<file path="config.mk">
export PLATFORM = sky130hd
export DESIGN_NAME = jpc_pc
export DESIGN_NICKNAME = d
export VERILOG_FILES = /design/src/rtl/jpc_pc.sv
export SDC_FILE = /design/constraint.sdc
export NUM_CORES = 1
export LEC_CHECK = 0
export BUFFER_PORTS_ARGS = -buffer_cell sky130_fd_sc_hd__clkbuf_2
export CORE_MARGIN = 2
export CORE_UTILIZATION = 48
export CTS_CLUSTER_DIAMETER = 50
export DETAILED_ROUTE_END_ITERATION = 8
export GPL_TIMING_DRIVEN = 0
export PLACE_DENSITY = 0.88
export SLEW_MARGIN = 40
export SYNTH_ARGS = -nofsm -noshare
export SYNTH_HDL_FRONTEND = slang
export SYNTH_SLANG_ARGS = --single-unit
</file>
<file path="constraint.sdc">
create_clock -name clk -period 2.2 [get_ports clk]
set_clock_uncertainty 0.1 [all_clocks]
set_input_delay 0.66 -clock clk [delete_from_list [all_inputs] [get_ports clk]]
set_output_delay 0.66 -clock clk [all_outputs]
set_load 0.02 [all_outputs]
</file>
<file path="src/rtl/jpc_pc.sv">
`default_nettype none
// ============================================================================
//  Module   : jpc_pc
//  Purpose  : Program counter register for the JPC fetch stage. Loads the
//             upstream next-PC value on enabled clock edges, holds it while
//             stalled, and returns to the reset vector asynchronously.
//  Revision : 1.0 - initial release
// ============================================================================
module jpc_pc #(
  parameter int unsigned                   JPC_ADDRESS_WIDTH = 32,
  parameter logic [JPC_ADDRESS_WIDTH-1:0]  JPC_RESET_VECTOR  = '0
) (
  input  logic                          clk,
  input  logic                          rst,        // active-low, asynchronous
  input  logic [JPC_ADDRESS_WIDTH-1:0]  next_pc_I,
  input  logic                          en_I,
  output logic [JPC_ADDRESS_WIDTH-1:0]  pc_O
);

  logic [JPC_ADDRESS_WIDTH-1:0] pc_q;

  // PC register: async return to the reset vector, otherwise load when enabled.
  // The value is stored verbatim; alignment and wrap are handled upstream.
  always_ff @(posedge clk or negedge rst) begin
    if (!rst) begin
      pc_q <= JPC_RESET_VECTOR;
    end else if (en_I) begin
      pc_q <= next_pc_I;
    end
  end

  assign pc_O = pc_q;

endmodule
`default_nettype wire

</file>
==> results.md <==
- Initial core utilization: 0.496
- Reg2Reg Setup Slack: 1.31 ns
- H-tree depth: 2
- Number of flip-flops under the largest register name: 32
- Clock Power Share: 0.267
- Sequential fraction of the synthesis area: 0.595
- Share of cells above drive strength 1: 0.771
- Slew HR: 0.553
- Clock Sinks: 32
- Fin crit share: 0.753
- WL/cell: 14.3 um
- Mapped Nets: 103
- Met3 WL: 203 um
- Largest stage delay, worst path: 0.41 ns
- Final antenna-violating net count: 0
- Cts repair resizes: 0
- Post-synth EDFFs: 0
- Worst VDD drop: 0.663 mV
- Clock transition at path regs: 0.09 ns
- Max-cap violations: 0
- Pleak: 0.970 nW
- Post-Route Setup TNS: 0 ns
- Mean Syn Cell Area: 19.8 sq um
- Synth top area share: 0.595
- Residual DRC: 0
- Yosys cell types: 5
- Dominant synthesized flop cell: dfrtp_1
- Global-route wire length before repair: 3900 um
- Clk_lat worst skew: 0.32 ns
- CTS tree: built
- Clock Path Buffers: 2
- Slew Limit Fails: 0
- Startpoint class of the critical path: register
- Filler cells: 206
- DRT met1 WL: 959 um
- Detailed Place HPWL: 1870 um
- Drt first pass iters: 3
- CP arrival: 0.90 ns
- R2R depth: 1
- Critical path, cell by cell: clkbuf_2
- Comb pwr share: 0.226
- Hold crit path type: primary input to asynchronous set/reset pin
- Port Buffer Count: 65
- Inserted Diodes: 0
- Worst Path Required: 1.44 ns
- Synth top cells by count: dfrtp_1 (32), mux2_4 (30), buf_12 (3), mux2_2 (2), buf_6 (1)
- Flop pwr share: 0.507
- Io pins: 67
- # hold bufs at CTS: 0
- Status: completed
- Fin Hold WS: 0.261 ns
- Cell Pwr Density: 758 nW/um^2
- Switching pwr: 0.361 mW
- Initial antenna violation count: 0
- Reg2reg start: pc_O[2]$_DFFE_PN0P_
- Ys async rst share: 1.00
- Die W: 56.9 um
- Area grow syn2layout: 31.9%
- Vias in the first global route: 851
- Worst Setup End Kind: output port
- Cells after DPL: 164
- Cells after synthesis: 68
- Global route overflow: 0
- Top-count cell post-synth: dfrtp_1
- Final GP Congestion: 0.634
- Row cnt: 19
- Hold Violations, Final: 0
- Fin area: 1770 sq um
- Fmax: 0.604 GHz
- CTS Buf Count: 5
- Final Critical Period: 1.66 ns
- Cell family contributing the most delay on the critical path: flip-flops
- Detailed Route WL: 2450 um
- RSZ-0062 raised after global routing: false
- DR WL met2: 1270 um
- Flops & latches, synth: 32
- Die span in y: 56.9 um
- Die area: 3240 sq um
- Vias per cell: 4.84
- Sw frac: 0.269
- Pin count of the biggest net entering global routing: 33
- Top cells by area, synth: dfrtp_1 (60%), mux2_4 (33%), buf_12 (4.5%)
- Dpl cell area: 1710 sq um
- Critical path peak fanout: 2
- Setup bufs post-CTS: 0
- CP Buf/Inv Count: 1
- Placeable Area: 2710 sq um
- Critical-path top delay cell: dfrtp_1
- Root Buffer: clkbuf_4
- Slew at the pin with the worst max-slew slack: 0.671 ns
- Internal Power: 0.983 mW
- Total track usage: 0.168
- Synth area leader: dfrtp_1
- Post-Syn Area: 1350 sq um
- Non-Filler Instances: 171
- Routed via count: 828
- Crit path kind: register to output port
- Reg2reg end: pc_O[2]$_DFFE_PN0P_
- Fin nets: 175
- Final setup viols: 0
- Top routing layer in use: met4
- Initial DRC Count: 14
- Synth warn: 0
## cell type report
cell class              count  area (sq um)  area share
well taps                  31          38.8      0.0219
plain buffers               4          71.3      0.0402
flip-flops and latches     32           801       0.451
repair buffers             65           325       0.183
clock buffers               7          65.1      0.0367
multi-input cells          32           473       0.267
## power groups by stage
| stage | registers, mW | clock network (mW) | logic, mW |
|---|---|---|---|
| after floorplan | 0.763 | 0 | 0.121 |
| after global placement | 0.688 | 0 | 0.301 |
| after detailed placement | 0.692 | 0 | 0.308 |
| after CTS | 0.683 | 0.375 | 0.309 |
| after global routing | 0.691 | 0.399 | 0.322 |
| final | 0.682 | 0.359 | 0.304 |
## cells by family after synthesis
logic type             synth area share
buffers and inverters            0.0530
flip-flops                        0.595
multiplexers                      0.352
## placed cells by master (no fill, tap or decap)
| master | Yosys | layout |
|---|---|---|
| clkbuf_4 | 0 | 5 |
| dfrtp_1 | 32 | 32 |
| clkbuf_8 | 0 | 2 |
| buf_12 | 3 | 3 |
| clkbuf_2 | 0 | 64 |
| buf_2 | 0 | 1 |
| mux2_2 | 2 | 2 |
| buf_6 | 1 | 1 |
| mux2_4 | 30 | 30 |
## metrics by stage
step / power (mW) / worst slack [ns] / utilization
after detailed placement: 1.00 / 0.726 / 0.631
after global routing: 1.41 / 0.499 / 0.655
after CTS: 1.37 / 0.525 / 0.655
after global placement: 0.989 / 0.747 / 0.631
final: 1.34 / 0.544 / 0.655
after floorplan: 0.883 / 0.773 / -
## worst max path at each step
| stage | startpoint | slack (ns) | cells after the start | endpoint |
|---|---|---|---|---|
| after floorplan | en_I | 0.77 | 3 | pc_O[0]$_DFFE_PN0P_ |
| after global placement | en_I | 0.75 | 3 | pc_O[23]$_DFFE_PN0P_ |
| after detailed placement | en_I | 0.73 | 3 | pc_O[2]$_DFFE_PN0P_ |
| after CTS | pc_O[7]$_DFFE_PN0P_ | 0.53 | 1 | pc_O[7] |
| after global routing | pc_O[7]$_DFFE_PN0P_ | 0.50 | 1 | pc_O[7] |
| final | pc_O[2]$_DFFE_PN0P_ | 0.54 | 1 | pc_O[2] |
## layer usage
| metal | up-vias | track usage |
|---|---|---|
| li1 | 380 | - |
| met1 | 404 | 0.197 |
| met2 | 42 | 0.268 |
| met3 | 2 | 0.0839 |
| met4 | 0 | 0.0598 |
| met5 | - | 0 |
Power figures use the tool's default switching activity.
